<file path="src/rtl/cv32e40p_apu_core_pkg.sv">
// cv32e40p_apu_core_pkg: APU interface widths shared by the core and the FPU issue logic
package cv32e40p_apu_core_pkg;
  localparam int APU_NARGS_CPU    = 3;
  localparam int APU_WOP_CPU      = 6;
  localparam int APU_NDSFLAGS_CPU = 15;
  localparam int APU_NUSFLAGS_CPU = 5;
endpackage

</file>
<file path="src/rtl/cv32e40p_pkg.sv">
// cv32e40p_pkg: core-wide typedefs
package cv32e40p_pkg;
  typedef enum logic {APU_IDLE, APU_REQ} apu_state_e;
endpackage

</file>
<file path="src/rtl/cv32e40p_apu_rd_fifo.sv">
// cv32e40p_apu_rd_fifo: in-order FIFO of destination registers for granted, unanswered APU ops
module cv32e40p_apu_rd_fifo #(
  parameter int DEPTH = 2,
  parameter int RD_W  = 6
) (
  input  logic            clk_i,
  input  logic            rst_i,
  input  logic            push_i,
  input  logic            pop_i,
  input  logic [RD_W-1:0] data_i,
  output logic [RD_W-1:0] data_o,
  output logic            empty_o
);
  localparam int AW = DEPTH > 1 ? $clog2(DEPTH) : 1;
  localparam int CW = $clog2(DEPTH + 1);
  logic [RD_W-1:0] mem [DEPTH];
  logic [AW-1:0]   wr_ptr, rd_ptr;
  logic [CW-1:0]   cnt;
  function automatic logic [AW-1:0] inc(input logic [AW-1:0] p);
    return p == AW'(DEPTH - 1) ? '0 : p + AW'(1);
  endfunction
  assign empty_o = cnt == '0;
  assign data_o  = mem[rd_ptr];
  // pointers and fill count; the issue logic never pushes when full or pops when empty
  always_ff @(posedge clk_i or posedge rst_i) begin
    if (rst_i) begin
      wr_ptr <= '0;
      rd_ptr <= '0;
      cnt    <= '0;
    end else begin
      if (push_i) wr_ptr <= inc(wr_ptr);
      if (pop_i) rd_ptr <= inc(rd_ptr);
      cnt <= cnt + CW'(push_i) - CW'(pop_i);
    end
  end
  // storage needs no reset: entries are only read once written
  always_ff @(posedge clk_i) begin
    if (push_i) mem[wr_ptr] <= data_i;
  end
endmodule

</file>
<file path="src/rtl/cv32e40p_apu_issue.sv">
// cv32e40p_apu_issue: issues core ops to the FPU, tracks outstanding rd and registers writebacks
module cv32e40p_apu_issue
  import cv32e40p_apu_core_pkg::*, cv32e40p_pkg::*;
#(
  parameter int DEPTH = 2,
  parameter int RD_W  = 6
) (
  input  logic                          clk_i,
  input  logic                          rst_i,
  input  logic                          issue_valid_i,
  output logic                          issue_ready_o,
  input  logic [APU_NARGS_CPU*32-1:0]   issue_operands_i,
  input  logic [APU_WOP_CPU-1:0]        issue_op_i,
  input  logic [APU_NDSFLAGS_CPU-1:0]   issue_flags_i,
  input  logic [RD_W-1:0]               issue_rd_i,
  output logic                          apu_req_o,
  input  logic                          apu_gnt_i,
  output logic [APU_NARGS_CPU*32-1:0]   apu_operands_o,
  output logic [APU_WOP_CPU-1:0]        apu_op_o,
  output logic [APU_NDSFLAGS_CPU-1:0]   apu_flags_o,
  input  logic                          apu_rvalid_i,
  input  logic [31:0]                   apu_rdata_i,
  input  logic [APU_NUSFLAGS_CPU-1:0]   apu_rflags_i,
  output logic                          wb_valid_o,
  output logic [RD_W-1:0]               wb_rd_o,
  output logic [31:0]                   wb_data_o,
  output logic [APU_NUSFLAGS_CPU-1:0]   wb_flags_o,
  output logic [APU_NUSFLAGS_CPU-1:0]   fflags_o,
  input  logic                          fflags_clr_i,
  output logic                          busy_o,
  output logic                          proto_err_o
);
  localparam int OW = $clog2(DEPTH + 1);
  apu_state_e      state, state_nx;
  logic [OW-1:0]   occ;
  logic [RD_W-1:0] rd_q, head_rd;
  logic            fifo_empty, accept, gnt, bypass, resp_ok;
  assign gnt           = state == APU_REQ && apu_gnt_i;
  assign bypass        = apu_rvalid_i && gnt && fifo_empty;
  assign resp_ok       = apu_rvalid_i && (!fifo_empty || gnt);
  assign issue_ready_o = (state == APU_IDLE || apu_gnt_i) && (occ < OW'(DEPTH) || apu_rvalid_i);
  assign accept        = issue_valid_i && issue_ready_o;
  assign apu_req_o     = state == APU_REQ;
  assign busy_o        = occ != '0;
  // a new accept always (re)enters REQ; otherwise a grant releases the request
  always_comb state_nx = accept ? APU_REQ : gnt ? APU_IDLE : state;
  cv32e40p_apu_rd_fifo #(.DEPTH(DEPTH), .RD_W(RD_W)) u_rd_fifo (
    .clk_i   (clk_i),
    .rst_i   (rst_i),
    .push_i  (gnt && !bypass),
    .pop_i   (apu_rvalid_i && !fifo_empty),
    .data_i  (rd_q),
    .data_o  (head_rd),
    .empty_o (fifo_empty)
  );
  // request state, occupancy and the payload held stable while waiting for grant
  always_ff @(posedge clk_i or posedge rst_i) begin
    if (rst_i) begin
      state          <= APU_IDLE;
      occ            <= '0;
      rd_q           <= '0;
      apu_operands_o <= '0;
      apu_op_o       <= '0;
      apu_flags_o    <= '0;
    end else begin
      state <= state_nx;
      occ   <= occ + OW'(accept) - OW'(resp_ok);
      if (accept) begin
        rd_q           <= issue_rd_i;
        apu_operands_o <= issue_operands_i;
        apu_op_o       <= issue_op_i;
        apu_flags_o    <= issue_flags_i;
      end
    end
  end
  // registered writeback, sticky exception flags and orphan-response detection
  always_ff @(posedge clk_i or posedge rst_i) begin
    if (rst_i) begin
      wb_valid_o  <= 1'b0;
      wb_rd_o     <= '0;
      wb_data_o   <= '0;
      wb_flags_o  <= '0;
      fflags_o    <= '0;
      proto_err_o <= 1'b0;
    end else begin
      wb_valid_o <= resp_ok;
      if (resp_ok) begin
        wb_rd_o    <= fifo_empty ? rd_q : head_rd;
        wb_data_o  <= apu_rdata_i;
        wb_flags_o <= apu_rflags_i;
      end
      fflags_o    <= fflags_clr_i ? '0 : fflags_o | (resp_ok ? apu_rflags_i : '0);
      proto_err_o <= proto_err_o | (apu_rvalid_i && !resp_ok);
    end
  end
endmodule

</file>
<file path="config.mk">
export PLATFORM = sky130hd
export DESIGN_NAME = cv32e40p_apu_issue
export DESIGN_NICKNAME = d
export VERILOG_FILES = /design/src/rtl/cv32e40p_apu_core_pkg.sv /design/src/rtl/cv32e40p_pkg.sv /design/src/rtl/cv32e40p_apu_rd_fifo.sv /design/src/rtl/cv32e40p_apu_issue.sv
export SDC_FILE = /design/constraint.sdc
export NUM_CORES = 1
export LEC_CHECK = 0
export ABC_CLOCK_PERIOD_IN_PS = 6720
export BUFFER_PORTS_ARGS = -buffer_cell sky130_fd_sc_hd__buf_4
export CORE_MARGIN = 5
export CORE_UTILIZATION = 47
export CTS_CLUSTER_SIZE = 30
export DETAILED_ROUTE_END_ITERATION = 12
export HOLD_SLACK_MARGIN = 0.03
export PLACE_DENSITY_LB_ADDON = 0.08
export RECOVER_POWER = 25
export SYNTH_ARGS = -nofsm -noshare
export SYNTH_HDL_FRONTEND = slang
export SYNTH_SLANG_ARGS = --single-unit
</file>
<file path="constraint.sdc">
create_clock -name clk_i -period 6.72 [get_ports clk_i]
set_input_delay 0.672 -clock clk_i [delete_from_list [all_inputs] [get_ports clk_i]]
set_output_delay 0.672 -clock clk_i [all_outputs]
set_load 0.03 [all_outputs]
</file>
==> results_dict.tcl, run 1 <==
set metrics [dict create \
    async_flop_share_pct 93.8 \
    regToRegStartpoint "occ[1]$_DFF_PP0_" \
    synth.most_common_cell "dfrtp_1" \
    via_count 4885 \
    period_minus_slack_ps 2800 \
    clock_skew_ps 5.92 \
    fin_util_pct 68.1 \
    grt_overflow 0 \
    clk_path_buf_depth 2 \
    synth_edf_count 12 \
    min_period_over_period_pct 41.7 \
    initial_utilization_pct 47.9 \
    timing.fmax_ghz 0.357 \
    syn_area_per_cell_um2 17.4 \
    drc 0 \
    h-tree-depth 4 \
    yosys_warnings 0 \
    worst_pin_slew_ps 1090 \
    critPathArrivalTime_ps 3110 \
    antenna_found_initial 0 \
    track_usage_pct 20.9 \
    num_rows 46 \
    drive_gt1_share_pct 67.6 \
    vias_per_cell 4.88 \
    ys_types 30 \
    first_global_vias 5430 \
    fill_cells 1180 \
    grt_max_degree 116 \
    rsz0062_at_grt "false" \
    dieArea_mm2 0.0188 \
    wl_um 19900 \
    whs_path_depth 2 \
    power.share.clock_pct 19.5 \
    clk_latency_ps 420 \
    cts_tree "yes" \
    grt_util_met3_pct 8.84 \
    seqPwrFrac_pct 36.0 \
    gp_congestion 0.745 \
    path_cells "buf_4 > nand2b_2 > nand3_4 > buf_4 > mux2_2" \
    dr.pass1.iters 4 \
    area.growth.synth_to_final_pct 42.3 \
    synth_seq_cells 192 \
    internal_power_mw 3.20 \
    yosysTopAreaCellShare_pct 59.2 \
    final_cells 1002 \
    fp.dieW_um 137 \
    use_met2_pct 35.6 \
    crit_type "input pin to flop" \
    syn_area_mm2 0.00761 \
    die_y_um 137 \
    setup_viol 0 \
    r2r_setup_slack_ps 3960 \
    crit_path_frequent_cell "buf_4" \
    synth_nets 608 \
    critical_path.max_stage_delay_ps 930 \
    cts_buffers 17 \
    seq_area_frac_synth_pct 64.0 \
    hold_class "input pin to flop" \
    tns_ps 0 \
    end_kind "flop" \
    peakVddDrop_v 0.000260 \
    leakagePower_nw 5.34 \
    r2r_end "apu_operands_o[92]$_DFFE_PP0P_" \
    min-delay-start "issue_operands_i[39]" \
    ant_nets 0 \
    drv_cap 0 \
    synthFlopType "dfrtp_1" \
    required_ps 7020 \
    status "finished clean" \
    cts.repair.resized 0 \
    hold_viol 0 \
    p_sw_share_pct 37.7 \
    grtUsageMet1_pct 22.8 \
    p_switching_mw 1.94 \
    root_buffer "clkbuf_16" \
    crit_path_max_fanout 64 \
    clk_pin_slew_ps 70 \
    synthTopCellsByCount "dfrtp_1 (180), mux2_2 (81), mux2_4 (79)" \
    syn_inst 438 \
    drtIter0Drc 177 \
    rr_worst_depth 4 \
    yosysTopAreaCell "dfrtp_1" \
    dp_hpwl_um 15200 \
    fin_nets 944 \
    diodes 0 \
    slew_headroom_pct 26.8 \
    grt.busiest_layer "met2" \
    clkSinkCount 192 \
    grt_pass1_wl_um 29800 \
    worst_path_max_delay_cell "buf_4" \
    cts-hold-fix-buffers 0 \
    p_per_area_mw_per_mm2 475 \
    cp-start-kind "input pin" \
    combPwrFrac_pct 44.5 \
    dp_cells 971 \
    yosys-top-cells-area "dfrtp_1 (59%), mux2_4 (16%), mux2_2 (12%)" \
    io_pins 336 \
    core_area_mm2 0.0159 \
    slew_viol_final 0 \
    post_cts_buffers 0 \
    numPortBuffers 335 \
    hold_end "apu_operands_o[39]$_DFFE_PP0P_" \
    routedWlPerCell_um 19.9 \
]
-- cells by family after synthesis --
| family | synth area share (%) |
|---|---|
| AOI/OAI and AO/OA | 1.46 |
| DFF | 64.0 |
| xor gates and xnor gates | 0.691 |
| muxes | 28.4 |
| adders and majority gates | 0.658 |
| buffers and inverters | 3.01 |
| and+or+nand+nor | 1.84 |
-- worst max-delay path, delay by kind of cell --
family	cells	cell delay [ps]
buffers and inverters	2	1050
muxes	1	420
and+or+nand+nor	2	860
-- cell type report --
cell class / count / area [um^2] / share of cell area [%]
inverter: 11 / 51.3 / 0.474
tap: 216 / 270 / 2.50
timing repair buffer: 337 / 2520 / 23.3
multi-input combinational: 215 / 2520 / 23.3
clock inverter: 7 / 71.3 / 0.659
clock buffer: 24 / 524 / 4.84
sequential: 192 / 4860 / 44.9
-- power by group through the flow --
| stage | Combinational [mW] | Sequential, mW | Clock (mW) |
|---|---|---|---|
| 2_1_floorplan | 0.741 | 2.56 | 0 |
| 3_3_place_gp | 2.28 | 1.85 | 0 |
| 3_5_place_dp | 2.31 | 1.87 | 0 |
| 4_1_cts | 2.32 | 1.85 | 1.03 |
| 5_1_grt | 2.40 | 1.90 | 1.08 |
| 6_report | 2.29 | 1.85 | 1.00 |
-- worst max path at each step --
stage                                from                              to  cells past startpoint
floorplan                           rst_i      apu_flags_o[0]$_DFFE_PP0P_                      1
finish                          apu_gnt_i  apu_operands_o[92]$_DFFE_PP0P_                      5
detailed placement              apu_gnt_i  apu_operands_o[73]$_DFFE_PP0P_                      5
CTS                             apu_gnt_i  apu_operands_o[73]$_DFFE_PP0P_                      5
global placement                apu_gnt_i  apu_operands_o[93]$_DFFE_PP0P_                      5
global route        apu_req_o$_DFFE_PP0P_  apu_operands_o[94]$_DFFE_PP0P_                      4
-- registers in the layout, indices dropped and copies added (netlist names) --
name              count
wb_valid_o            1
rd_q                  6
fflags_o              5
u_rd_fifo.rd_ptr      1
u_rd_fifo.wr_ptr      1
proto_err_o           1
apu_flags_o          15
wb_rd_o               6
apu_req_o             1
wb_data_o            32
u_rd_fifo.mem        12
occ                   2
wb_flags_o            5
apu_op_o              6
apu_operands_o       96
u_rd_fifo.cnt         2
-- layer usage --
metal  up-vias  wire length (um)
met5         -                 0
met4         0               648
met3        36              2120
met2       234              9980
met1      2404              7190
li1       2211                 -
-- metrics by stage --
step                      hold slack (ps)  power [mW]  setup slack (ps)  area, um^2
after floorplan                       460        3.30              1160        7610
after global placement                465        4.13              3540       10200
after detailed placement              468        4.18              3480       10200
after CTS                             456        5.20              3930       10800
after global routing                  450        5.38              3790       10800
final                                 476        5.14              3920       10800
-- placed cells by master, fill, tap and decap left out, types with 7 or more instances in the layout --
cell type,synthesis,routed
mux2_4,79,79
nor2_1,7,7
clkbuf_16,0,19
dfrtp_1,180,180
inv_1,10,9
mux2_2,81,81
buf_4,1,335
edfxtp_1,12,12
nand2b_1,7,7
Note: power is estimated with default switching activity, not from simulation.
==> run 2, diff against run 1 <==
--- a/config.mk
+++ b/config.mk
@@ -5,7 +5,7 @@
 export SDC_FILE = /design/constraint.sdc
 export NUM_CORES = 1
 export LEC_CHECK = 0
-export ABC_CLOCK_PERIOD_IN_PS = 6720
+export ABC_CLOCK_PERIOD_IN_PS = 2600
 export BUFFER_PORTS_ARGS = -buffer_cell sky130_fd_sc_hd__buf_4
 export CORE_MARGIN = 5
 export CORE_UTILIZATION = 47
==> constraint.sdc (replaced) <==
create_clock -name clk_i -period 2.6 [get_ports clk_i]
set_input_delay 0.26 -clock clk_i [delete_from_list [all_inputs] [get_ports clk_i]]
set_output_delay 0.26 -clock clk_i [all_outputs]
set_load 0.03 [all_outputs]
==> results_dict.tcl, run 2 (synthesis results as in run 1) <==
set metrics [dict create \
    status "finished clean" \
    drive_gt1_share_pct 55.1 \
    dp_hpwl_um 15300 \
    r2r_end "u_rd_fifo.cnt[1]$_DFF_PP0_" \
    vias_per_cell 4.86 \
    path_depth 8 \
    initial_utilization_pct 47.9 \
    root_buffer "clkbuf_16" \
    numPortBuffers 335 \
    rr_worst_depth 8 \
    most-common-layout-cells "buf_4 (234), dfrtp_1 (180), clkbuf_1 (103), mux2_2 (81), mux2_4 (79)" \
    min_period_over_period_pct 75.3 \
    core_area_mm2 0.0159 \
    critical_path_buf_inv_count 3 \
    power.share.clock_pct 21.6 \
    clkSinkCount 192 \
    combPwrFrac_pct 42.0 \
    critPathArrivalTime_ps 2300 \
    seqPwrFrac_pct 36.4 \
    rsz0062_at_grt "false" \
    p_per_area_mw_per_mm2 1240 \
    worst_pin_slew_ps 1220 \
    num_rows 46 \
    drv_cap 0 \
    dpl-instance-area_mm2 0.0103 \
    leakagePower_nw 5.03 \
    grt_max_degree 125 \
    critical_path.max_stage_delay_ps 420 \
    via_count 4893 \
    clk_pin_slew_ps 70 \
    fp.dieW_um 137 \
    io_pins 336 \
    slew_headroom_pct 18.2 \
    dr.pass1.iters 4 \
    required_ps 2940 \
    first_global_vias 5400 \
    post_cts_buffers 0 \
    wl_um 20200 \
    final_common_cell "buf_4" \
    cp-start-kind "flop" \
    crit_path_max_fanout 8 \
    setup_viol 0 \
    antenna_found_initial 0 \
    p_sw_share_pct 38.7 \
    power_mw 13.1 \
    grt_pass1_wl_um 30300 \
    p_switching_mw 5.06 \
    diodes 0 \
    r2r_setup_slack_ps 640 \
    fin_nets 948 \
    slew_viol_final 0 \
    critPathLaunch "u_rd_fifo.cnt[1]$_DFF_PP0_" \
    path_delay_family "adder cells" \
    gp_congestion 0.797 \
    clk_path_buf_depth 2 \
    path_cells "o21ai_1 > clkbuf_1 > inv_1 > ha_1 > inv_1 > ha_1 > xnor2_1 > xnor2_1" \
    regToRegStartpoint "u_rd_fifo.cnt[1]$_DFF_PP0_" \
    end_kind "flop" \
    peakVddDrop_v 0.000658 \
    crit_end "u_rd_fifo.cnt[1]$_DFF_PP0_" \
    top_register "apu_operands_o" \
    dieArea_mm2 0.0188 \
    design_area_mm2 0.0106 \
    drc 0 \
    internal_power_mw 8.00 \
    period_minus_slack_ps 1960 \
    hold_class "input pin to flop" \
    ant_nets 0 \
    clk_latency_ps 420 \
    crit_type "flop to flop" \
    timing.fmax_ghz 0.511 \
    die_y_um 137 \
    h-tree-depth 4 \
    area.growth.synth_to_final_pct 38.9 \
    grt_overflow 0 \
    hold_viol 0 \
    cts_buffers 17 \
    reg_top3 "apu_operands_o x96, wb_data_o x32, apu_flags_o x15" \
    routedWlPerCell_um 20.1 \
    clock_skew_ps 8.56 \
    drtIter0Drc 198 \
    cts_tree "yes" \
    track_usage_pct 21.3 \
    largest_reg_flops 96 \
    tns_ps 0 \
    worst_path_max_delay_cell "dfrtp_1" \
]
[run 2: changes by cell type in the layout (fill, tap and decap cells not counted), moves of 2 or more]
cell / delta
buf_12: +3
buf_4: -101
bufinv_16: +4
clkbuf_1: +99
clkbuf_16: -2
clkbuf_8: -3
clkinv_2: +2
[run 2: power by group through the flow]
| stage | combinational (mW) | clock [mW] | sequential [mW] |
|---|---|---|---|
| final | 5.48 | 2.82 | 4.75 |
| after global routing | 5.77 | 2.99 | 4.90 |
| after CTS | 6.05 | 2.88 | 4.77 |
| after detailed placement | 6.03 | 0 | 4.80 |
| after global placement | 5.94 | 0 | 4.75 |
| after floorplan | 1.92 | 0 | 6.61 |
[run 2: final cells by class]
| type | instances | area (um^2) |
|---|---|---|
| multi-input cells | 215 | 2520 |
| flip-flops and latches | 192 | 4860 |
| clock buffers | 18 | 429 |
| repair buffers | 341 | 2220 |
| fillers | 1307 | 5320 |
| inverters | 11 | 47.5 |
| clock inverters | 14 | 213 |
| well taps | 216 | 270 |
[run 2: worst register-to-register path, delay by kind of cell, from the launching register on]
family / cells / cell delay [ps]
xor+xnor: 2 / 330
fa+ha+maj: 2 / 490
buf+inv: 3 / 480
flops: 1 / 420
compound gates: 1 / 150
[run 2: layer usage]
metal	vias to the layer above	track usage, %	wire length [um]
li1	2212	-	-
met1	2421	24.6	7490
met2	231	35.9	10200
met3	29	8.95	2040
met4	0	6.98	545
met5	-	0	0
[run 2: worst min-delay path by stage]
stage,start,endpoint,depth (start not counted)
3_5_place_dp,rst_i,wb_data_o[26]$_DFFE_PP0P_,2
2_1_floorplan,apu_rflags_i[0],fflags_o[0]$_DFF_PP0_,2
6_report,issue_operands_i[57],apu_operands_o[57]$_DFFE_PP0P_,2
4_1_cts,issue_operands_i[57],apu_operands_o[57]$_DFFE_PP0P_,2
3_3_place_gp,rst_i,wb_data_o[24]$_DFFE_PP0P_,2
5_1_grt,issue_operands_i[57],apu_operands_o[57]$_DFFE_PP0P_,2
[run 2: metrics by stage]
step	setup WS [ps]	instances	hold WS (ps)	util [%]
final	643	1007	64.0	66.5
after global routing	472	1007	46.1	66.5
after CTS	653	1007	50.4	68.9
after detailed placement	673	974	365	64.8
after global placement	768	974	364	64.8
after floorplan	31.4	438	408	-
[run 2: what timing repair did]
action,in CTS,in global routing
hold buffers,1,0
hold endpoints to repair,23,0
gates resized for setup,0,0
==> run 3, diff against run 2 <==
--- a/config.mk
+++ b/config.mk
@@ -5,10 +5,10 @@
 export SDC_FILE = /design/constraint.sdc
 export NUM_CORES = 1
 export LEC_CHECK = 0
-export ABC_CLOCK_PERIOD_IN_PS = 2600
+export ABC_CLOCK_PERIOD_IN_PS = 1600
 export BUFFER_PORTS_ARGS = -buffer_cell sky130_fd_sc_hd__buf_4
 export CORE_MARGIN = 5
-export CORE_UTILIZATION = 47
+export CORE_UTILIZATION = 43
 export CTS_CLUSTER_SIZE = 30
 export DETAILED_ROUTE_END_ITERATION = 12
 export HOLD_SLACK_MARGIN = 0.03
==> constraint.sdc (replaced) <==
create_clock -name clk_i -period 1.6 [get_ports clk_i]
set_input_delay 0.16 -clock clk_i [delete_from_list [all_inputs] [get_ports clk_i]]
set_output_delay 0.16 -clock clk_i [all_outputs]
set_load 0.03 [all_outputs]
==> results_dict.tcl, run 3 (synthesis results as in run 1) <==
set metrics [dict create \
    status "finished, violations left" \
    failed_checks "setup timing" \
    cts_tree "yes" \
    drive_gt1_share_pct 59.2 \
    slew_headroom_pct 53.9 \
    clk_latency_ps 430 \
    required_ps 1930 \
    internal_power_mw 14.5 \
    p_switching_mw 8.66 \
    slew_viol_final 0 \
    wl_um 23300 \
    die_y_um 143 \
    h-tree-depth 4 \
    critical_path.max_stage_delay_ps 430 \
    seqPwrFrac_pct 33.8 \
    clkSinkCount 192 \
    root_buffer "clkbuf_16" \
    most-common-layout-cells "buf_4 (344), dfrtp_1 (180), dlygate4sd3_1 (162), mux2_4 (80), mux2_2 (80)" \
    hold_class "input pin to flop" \
    grt_overflow 0 \
    fill_cells 1001 \
    min_period_over_period_pct 103 \
    reg_top3 "apu_operands_o x96, wb_data_o x32, apu_flags_o x15" \
    worst_pin_slew_ps 692 \
    critical_path_buf_inv_count 1 \
    drtIter0Drc 163 \
    grt_max_degree 44 \
    rsz0062_at_grt "true" \
    crit_path_frequent_cell "ha_4" \
    clk_path_buf_depth 2 \
    setup_viol 23 \
    critPathArrivalTime_ps 1980 \
    setup_ws_ps -43.2 \
    fin_nets 1134 \
    combPwrFrac_pct 46.0 \
    top_register "apu_operands_o" \
    timing.fmax_ghz 0.609 \
    dieArea_mm2 0.0204 \
    ant_nets 0 \
    clk_pin_slew_ps 60 \
    first_global_vias 6429 \
    cts_buffers 17 \
    diodes 0 \
    clock_skew_ps 8.84 \
    crit_type "flop to flop" \
    period_minus_slack_ps 1640 \
    drv_cap 0 \
    numPortBuffers 335 \
    largest_reg_flops 96 \
    final_common_cell "buf_4" \
    p_per_area_mw_per_mm2 1780 \
    track_usage_pct 21.9 \
    via_count 5686 \
    fp.dieW_um 143 \
    antenna_found_initial 0 \
    dpl-instance-area_mm2 0.0106 \
    vias_per_cell 4.73 \
    cp-start-kind "flop" \
    path_cells "or3b_4 > nand2_4 > ha_4 > inv_2 > ha_4 > xnor2_2 > xnor2_1" \
    p_sw_share_pct 37.4 \
    hold_viol 0 \
    io_pins 336 \
    num_rows 48 \
    routedWlPerCell_um 19.4 \
    area.growth.synth_to_final_pct 70.9 \
    drc 0 \
    design_area_mm2 0.0130 \
    dr.pass1.iters 4 \
    peakVddDrop_v 0.00122 \
    pre_cts_ws_ps -83.9 \
    dp_hpwl_um 15800 \
    initial_utilization_pct 43.8 \
    leakagePower_nw 6.27 \
    core_area_mm2 0.0174 \
    end_kind "flop" \
    gp_congestion 0.853 \
    grt_pass1_wl_um 34900 \
    path_delay_family "simple AND/OR/NAND/NOR gates" \
    worst_path_max_delay_cell "or3b_4" \
    power.share.clock_pct 20.2 \
    crit_path_max_fanout 3 \
]
[run 3: cell type report]
| class | instances | area, um^2 | share of cell area (%) |
|---|---|---|---|
| Clock inverter | 12 | 204 | 1.57 |
| Clock buffer | 20 | 447 | 3.44 |
| Timing Repair Buffer | 527 | 4520 | 34.8 |
| Tap cell | 225 | 282 | 2.17 |
| Multi-Input combinational cell | 215 | 2640 | 20.3 |
| Sequential cell | 192 | 4860 | 37.4 |
| Inverter | 11 | 50.0 | 0.385 |
[run 3: through the flow]
stage	total power [mW]	utilization [%]	std cells	TNS, ps	hold slack, ps
floorplan	13.9	-	438	-157170	308
global placement	17.7	61.0	1003	-307	295
detailed placement	17.9	61.0	1003	-2210	304
CTS	23.2	74.8	1199	-482	96.8
global route	24.2	74.9	1202	-3730	124
finish	23.2	74.9	1202	-597	116
[run 3: power groups by stage]
| stage | logic (mW) | registers, mW | clock network (mW) |
|---|---|---|---|
| after floorplan | 3.12 | 10.7 | 0 |
| after global placement | 9.88 | 7.78 | 0 |
| after detailed placement | 10.0 | 7.83 | 0 |
| after CTS | 10.6 | 7.80 | 4.77 |
| after global routing | 11.2 | 8.04 | 4.98 |
| final | 10.7 | 7.84 | 4.67 |
[run 3: worst min-delay path, stage by stage]
cell and delay [ps]:
buf_4 110, nand2b_2 160, nand2_1 60
[run 3: timing repair]
action | 4_1_cts | 5_1_grt
setup endpoints to repair | 34 | 87
hold buffers | 162 | 0
gates cloned | 0 | 3
endpoints found under the hold margin | 179 | 0
gates resized for setup | 20 | 10
buffers inserted | 2 | 2
pin swaps | 9 | 5
[run 3: metal layers]
metal / up-vias / routed length, um / share of wire (%) / global-route usage [%]
met5: - / 0 / 0 / 0
met4: 0 / 588 / 2.5 / 7.20
met3: 40 / 2000 / 8.5 / 7.00
met2: 249 / 11800 / 51 / 37.4
met1: 2809 / 8940 / 38 / 26.3
li1: 2588 / - / - / -
[run 3: worst paths after layout]
check                                                from                             end  slack, ps  cells past startpoint
min                                             apu_gnt_i           apu_req_o$_DFFE_PP0P_        120                      3
max reg2reg                    u_rd_fifo.cnt[0]$_DFF_PP0_      u_rd_fifo.cnt[1]$_DFF_PP0_        -40                      7
min in group asynchronous                           rst_i  apu_operands_o[18]$_DFFE_PP0P_        330                      3
max                            u_rd_fifo.cnt[0]$_DFF_PP0_      u_rd_fifo.cnt[1]$_DFF_PP0_        -40                      7
min reg2reg                apu_operands_o[81]$_DFFE_PP0P_  apu_operands_o[81]$_DFFE_PP0P_        510                      1
max in group asynchronous                           rst_i  apu_operands_o[80]$_DFFE_PP0P_        250                      4
